`src/rtl/ppu_pkg.sv`:
```
// Shared types for the PPU VRAM arbiter: cycle-type FSM states, read owner tags, rw codes.
// Latency: none (types and constants only).
// Backpressure: not applicable.
package ppu_pkg;

  // Type of the VRAM cycle currently on the vram_* bus
  typedef enum logic [1:0] {
    ST_IDLE    = 2'd0,
    ST_RND_ACC = 2'd1,
    ST_CPU_RD  = 2'd2,
    ST_CPU_WR  = 2'd3
  } vram_state_e;

  // Who receives the data of a VRAM read
  typedef enum logic [1:0] {
    OWN_NONE = 2'd0,
    OWN_RND  = 2'd1,
    OWN_CPU  = 2'd2
  } owner_e;

  localparam logic RW_READ  = 1'b1;
  localparam logic RW_WRITE = 1'b0;

endpackage

```
`src/rtl/ppu_nt_mirror.sv`:
```
// Folds the 4 KiB nametable space onto the 2 KiB VRAM according to the mirroring mode.
// Latency: combinational.
// Backpressure: not applicable.
module ppu_nt_mirror (
  input  logic [11:0] addr,
  input  logic        mirror_vert,
  output logic [10:0] vram_addr
);

  // Vertical mirroring keeps A10 (left/right tables), horizontal keeps A11 (top/bottom)
  assign vram_addr = {(mirror_vert ? addr[10] : addr[11]), addr[9:0]};

endmodule

```
`src/rtl/ppu_vram_arbiter.sv`:
```
// Arbitrates renderer and CPU (PPUDATA) accesses onto one single-port VRAM, renderer first.
// Latency: renderer accept -> vram_* 1 cycle -> rvalid 2 cycles; CPU buffered one entry, then same.
// Backpressure: cpu_ready = buffer empty or being granted; rnd_ready drops for one cycle to force a starved CPU grant.
module ppu_vram_arbiter
  import ppu_pkg::*;
#(
  parameter int STARVE_LIMIT = 4
) (
  input  logic        clk,
  input  logic        rst_n,
  input  logic        mirror_vert,
  input  logic        rnd_valid,
  output logic        rnd_ready,
  input  logic [11:0] rnd_addr,
  output logic [7:0]  rnd_rdata,
  output logic        rnd_rvalid,
  input  logic        cpu_valid,
  output logic        cpu_ready,
  input  logic        cpu_rw,
  input  logic [11:0] cpu_addr,
  input  logic [7:0]  cpu_wdata,
  output logic [7:0]  cpu_rdata,
  output logic        cpu_rvalid,
  output logic [10:0] vram_addr,
  output logic [7:0]  vram_data_out,
  output logic        vram_en,
  output logic        vram_rw,
  input  logic [7:0]  vram_rdata
);

  localparam int CW = $clog2(STARVE_LIMIT + 1);

  logic              buf_vld_q;
  logic              buf_rw_q;
  logic [11:0]       buf_addr_q;
  logic [7:0]        buf_wdata_q;
  logic [CW-1:0]     starve_q, starve_d;
  vram_state_e       state_q, state_d;
  owner_e            rd_owner_q;
  logic [10:0]       vram_addr_q;
  logic [7:0]        vram_data_q;
  logic              vram_rw_q;
  logic [7:0]        rnd_hold_q;
  logic [7:0]        cpu_hold_q;

  logic              force_cpu;
  logic              rnd_acc;
  logic              cpu_gnt;
  logic              cpu_cap;
  logic [11:0]       gnt_addr;
  logic [10:0]       gnt_vaddr;

  // A CPU entry that has lost STARVE_LIMIT times blocks the renderer for one cycle
  assign force_cpu = buf_vld_q && (starve_q == CW'(STARVE_LIMIT));
  assign rnd_ready = !force_cpu;
  assign rnd_acc   = rnd_valid && rnd_ready;
  assign cpu_gnt   = buf_vld_q && !rnd_acc;
  assign cpu_ready = !buf_vld_q || cpu_gnt;
  assign cpu_cap   = cpu_valid && cpu_ready;

  // Only one address reaches the mirror: the winner of this cycle
  assign gnt_addr = rnd_acc ? rnd_addr : buf_addr_q;

  ppu_nt_mirror u_mirror (
    .addr        (gnt_addr),
    .mirror_vert (mirror_vert),
    .vram_addr   (gnt_vaddr)
  );

  // Next VRAM cycle type and saturating refusal count of the buffered CPU entry
  always_comb begin
    state_d  = ST_IDLE;
    starve_d = starve_q;
    if (rnd_acc) begin
      state_d = ST_RND_ACC;
    end else if (cpu_gnt) begin
      state_d = (buf_rw_q == RW_READ) ? ST_CPU_RD : ST_CPU_WR;
    end
    if (cpu_gnt) begin
      starve_d = '0;
    end else if (buf_vld_q && (starve_q != CW'(STARVE_LIMIT))) begin
      starve_d = starve_q + CW'(1);
    end
  end

  // FSM state and starvation counter registers
  always_ff @(posedge clk or negedge rst_n) begin
    if (!rst_n) begin
      state_q  <= ST_IDLE;
      starve_q <= '0;
    end else begin
      state_q  <= state_d;
      starve_q <= starve_d;
    end
  end

  // One-entry CPU buffer: a grant and a new capture may happen on the same edge
  always_ff @(posedge clk or negedge rst_n) begin
    if (!rst_n) begin
      buf_vld_q   <= 1'b0;
      buf_rw_q    <= RW_READ;
      buf_addr_q  <= '0;
      buf_wdata_q <= '0;
    end else if (cpu_cap) begin
      buf_vld_q   <= 1'b1;
      buf_rw_q    <= cpu_rw;
      buf_addr_q  <= cpu_addr;
      buf_wdata_q <= cpu_wdata;
    end else if (cpu_gnt) begin
      buf_vld_q   <= 1'b0;
    end
  end

  // VRAM bus registers; they keep their last value on idle cycles
  always_ff @(posedge clk or negedge rst_n) begin
    if (!rst_n) begin
      vram_addr_q <= '0;
      vram_data_q <= '0;
      vram_rw_q   <= RW_READ;
    end else if (state_d != ST_IDLE) begin
      vram_addr_q <= gnt_vaddr;
      vram_rw_q   <= (state_d == ST_CPU_WR) ? RW_WRITE : RW_READ;
      if (state_d == ST_CPU_WR) begin
        vram_data_q <= buf_wdata_q;
      end
    end
  end

  // Tag the read on the bus now so its data, arriving next cycle, goes to the right owner
  always_ff @(posedge clk or negedge rst_n) begin
    if (!rst_n) begin
      rd_owner_q <= OWN_NONE;
    end else begin
      case (state_q)
        ST_RND_ACC: rd_owner_q <= OWN_RND;
        ST_CPU_RD:  rd_owner_q <= OWN_CPU;
        default:    rd_owner_q <= OWN_NONE;
      endcase
    end
  end

  // Remember the last returned byte per owner so rdata holds between returns
  always_ff @(posedge clk or negedge rst_n) begin
    if (!rst_n) begin
      rnd_hold_q <= '0;
      cpu_hold_q <= '0;
    end else begin
      if (rd_owner_q == OWN_RND) rnd_hold_q <= vram_rdata;
      if (rd_owner_q == OWN_CPU) cpu_hold_q <= vram_rdata;
    end
  end

  assign vram_en       = (state_q != ST_IDLE);
  assign vram_addr     = vram_addr_q;
  assign vram_data_out = vram_data_q;
  assign vram_rw       = vram_rw_q;

  assign rnd_rvalid = (rd_owner_q == OWN_RND);
  assign cpu_rvalid = (rd_owner_q == OWN_CPU);
  assign rnd_rdata  = rnd_rvalid ? vram_rdata : rnd_hold_q;
  assign cpu_rdata  = cpu_rvalid ? vram_rdata : cpu_hold_q;

endmodule

```
`config.mk`:
```
export PLATFORM = sky130hd
export DESIGN_NAME = ppu_vram_arbiter
export DESIGN_NICKNAME = d
export VERILOG_FILES = /design/src/rtl/ppu_pkg.sv /design/src/rtl/ppu_nt_mirror.sv /design/src/rtl/ppu_vram_arbiter.sv
export SDC_FILE = /design/constraint.sdc
export NUM_CORES = 1
export LEC_CHECK = 0
export BUFFER_PORTS_ARGS = -buffer_cell sky130_fd_sc_hd__buf_2
export CAP_MARGIN = 20
export CORE_ASPECT_RATIO = 1.75
export CORE_UTILIZATION = 54
export DETAILED_ROUTE_END_ITERATION = 10
export PLACE_DENSITY = 0.82
export SLEW_MARGIN = 20
export SYNTH_ARGS = -nofsm -noshare
export SYNTH_HDL_FRONTEND = slang
export SYNTH_SLANG_ARGS = --single-unit
```
`constraint.sdc`:
```
create_clock -name clk -period 3.4 [get_ports clk]
set_input_delay 0.68 -clock clk [delete_from_list [all_inputs] [get_ports clk]]
set_output_delay 0.68 -clock clk [all_outputs]
set_load 0.01 [all_outputs]
```
==> summary.md <==
| Metric | Value |
|---|---|
| Vias in the first global route | ~1700 |
| Tcrit/Tclk final | approximately 74% |
| Final setup vio count | 0 |
| Routed WL | 5039 um |
| Setup CP Type | flop to output pin |
| Synth cell count leaders | dfrtp_1, mux2_2, and2_1, a221o_1, buf_4 |
| Combinational share of power | 26.5% |
| Post-Synth XOR/XNOR Area | 0% |
| TritonCTS clock tree | built |
| Seq cells post-synth | between 60 and 70 |
| Post-CTS Setup Bufs | 0 |
| Via count | ~1700 |
| Leading register cell type out of synthesis | dfrtp_1 |
| Reg area | 1629 um2 |
| Adder-Cell Fraction of Synth Area | 0.9519% |
| Drt pass-1 iters | 4 |
| Worst slew pin tran | 692.9 ps |
| First-pass GRT wire length | 7797 um |
| Leading post-synthesis cells by cell area | dfrtp_1, mux2_2, a221o_1, and2_1, dfstp_2 |
| Nets | about 320 |
| Cts hold-fix bufs | 0 |
| FP Rows | 33 |
| Area taken by multi-input logic gates | 922.1 um2 |
| Initial Utilization | 56.34% |
| Per-cell routed wire length | 15.46 um |
| Post-Syn Nets | 224 |
| Synth Cell Area | 2629 um2 |
| Placer Congestion | 0.7873 |
| Grt ovf | 0 |
| Post-synthesis mux area share | 20.42% |
| Mapped Cells | 176 |
| Max VDD drop | 705.2 uV |
| # DRC | 0 |
| FMAX | 396.7 MHz |
| Clock-pin slew on the worst setup and hold paths | 70 ps |
| Syn-to-layout area delta | 26.46% |
| Die outline width | 54.74 um |
| Internal | about 0.0018 W |
| Design area | 3324 um2 |
| Htree depth | 3 |
| Syn Area/Cell | 14.94 um2 |
| Fin crit period | 2521 ps |
| Max cap viols | 0 |
| CTS root buffer | clkbuf_8 |
| Worst path required time | between 2000 and 3000 ps |
| Outcome | finished clean |
| Slew headroom | between 50% and 60% |
| Post-synth ARST share | 100.0% |
| Worst-skew pair later-pin latency | 350 ps |
| Worst Skew | 13.98 ps |
| Count leader, synth | dfrtp_1 |
| Setup TNS | 0 ps |
| GRT Overall Usage | 22.15% |
| Clock power frac | 29.3% |
| Initial antenna violation count | 0 |
| Post-synth top area share | between 50% and 60% |
| Reg power frac | 44.2% |
| Largest family of logic cells by synthesized area | multiplexers |
| Switching power total | 0.0007211 W |
| I/O Buffers | 86 |
| Arrival time worst endpoint | 1840 ps |
| Leakage | 1.598 nW |
| Sw Share | 29.08% |
| YS warnings | 0 |
| Final Hold Vio Count | 0 |
| Post-synthesis sequential area ratio | about 62% |
| Clk sinks | 65 |
| Number of enable flip-flop cells after synthesis | 0 |
| Post-synthesis simple-gate area fraction | 7.092% |
| Max-slew violations | 0 |
| Critical Path Source Type | flop |
| DIE AREA | around 5200 um2 |
| Compound-cell area share of the yosys netlist | between 6 and 7% |
| Fin util | 71.25% |
| Post-route ant nets | 0 |
| Hold Path Class | input port to asynchronous set/reset pin |
| Synth unique cells | 33 |
| Post_cts resized | 0 |
| I/O pin cnt | 87 |
| # diodes | 0 |
| Initial DRC Count | 19 |
| Area after DPL | 3099 um2 |
| CTS Buffer Depth | 2 |
| Largest net degree at the start of global routing | 33 |
| Share of cells above drive strength 1 | 58.76% |
| Die Y | 94.30 um |
| HPWL Detailed | 3765 um |
| Tot Pwr | 0.002480 W |
| Worst Path Max Fanout | 9 |
| Setup crit end kind | output pin |
| Fill cell count | roughly 340 |
| CTS buffer count | 9 |
| Post-synth top area cell | dfrtp_1 |
| RSZ-0062 raised after global routing | false |
| Core area | 4666 um2 |
| Pwr Density | about 750 nW/um2 |
| Vias/cell | around 5.3 |
==> area by class of cell <==
cell class | instances | area share [%]
clock inverter | 7 | 3.049
multi-input combinational | 98 | 27.74
sequential | 65 | 49.00
inverter | 4 | 0.4516
clock buffer | 9 | 3.726
timing repair buffer | 91 | 14.08
tap | 52 | 1.957
==> placed cells by master (no fill, tap or decap), types with 2 or more instances in the layout <==
cell type,instances
bufinv_16,2
inv_1,4
dfrtp_1,63
mux2i_1,3
mux2_2,45
inv_6,2
buf_2,86
clkbuf_8,9
ha_1,2
nand2b_1,2
nor2_1,3
nor2b_1,3
and2_1,10
buf_4,5
or2_2,2
a221o_1,9
nand2_1,3
clkinvlp_4,2
dfstp_2,2
==> critical path, cell delays in order, from the launching register on <==
cell and delay [ps]:
dfrtp_1 390, nor2b_1 550, mux2_2 420, buf_2 140
==> per-layer routing <==
metal	GRT usage, %	vias to the layer above	part of all wire, %
met3	10.52	7	8.7
met4	9.402	0	1.5
met1	23.55	845	37
met2	35.94	69	52
li1	-	814	-
met5	0	-	0
==> path summary, 6_finish.rpt <==
check / start / end / slack [ps] / cells after the start
min in group clk: state_q[1]$_DFF_PN0_ / rd_owner_q[0]$_DFF_PN0_ / 440 / 1
worst max-delay path: rd_owner_q[1]$_DFF_PN0_ / rnd_rdata[0] / 880 / 3
worst min-delay path: rst_n / buf_vld_q$_DFFE_PN0P_ / 370 / 1
max in group asynchronous: rst_n / cpu_hold_q[3]$_DFF_PN0_ / 2210 / 2
worst max register to register: starve_q[0]$_DFFE_PN0P_ / buf_addr_q[11]$_DFFE_PN0P_ / 1620 / 6
worst min register to register: state_q[1]$_DFF_PN0_ / rd_owner_q[0]$_DFF_PN0_ / 440 / 1
==> stage by stage <==
step | worst slack [ps] | cells | hold WS (ps)
after floorplan | 1587 | 176 | 384.4
after global placement | 1273 | 310 | 412.7
after detailed placement | 1229 | 310 | 433.3
after CTS | 844.4 | 326 | 388.2
after global routing | 698.4 | 326 | 420.2
final | 879.5 | 326 | 371.0
==> flip-flops by register name (all words and copies together), names as in the netlist <==
name / flops
vram_addr: 11
cpu_hold_q: 8
buf_vld_q: 1
buf_wdata_q: 8
buf_addr_q: 12
buf_rw_q: 1
starve_q: 3
state_q: 2
rnd_hold_q: 8
rd_owner_q: 2
vram_data_out: 8
vram_rw: 1
==> logic make-up after synthesis <==
group / count (synthesis)
DFF: 65
buffers and inverters: 13
and+or+nand+nor: 30
muxes: 48
adders and majority gates: 2
AOI/OAI and AO/OA: 18
==> power groups by stage <==
stage	registers [W]	clock network (W)	logic [W]
2_1_floorplan	0.00113	0	0.000383
4_1_cts	0.00110	0.000739	0.000668
6_report	0.00110	0.000727	0.000656
5_1_grt	0.00113	0.000787	0.000721
3_5_place_dp	0.00111	0	0.000665
3_3_place_gp	0.00110	0	0.000643
(Power assumes the default switching activity.)
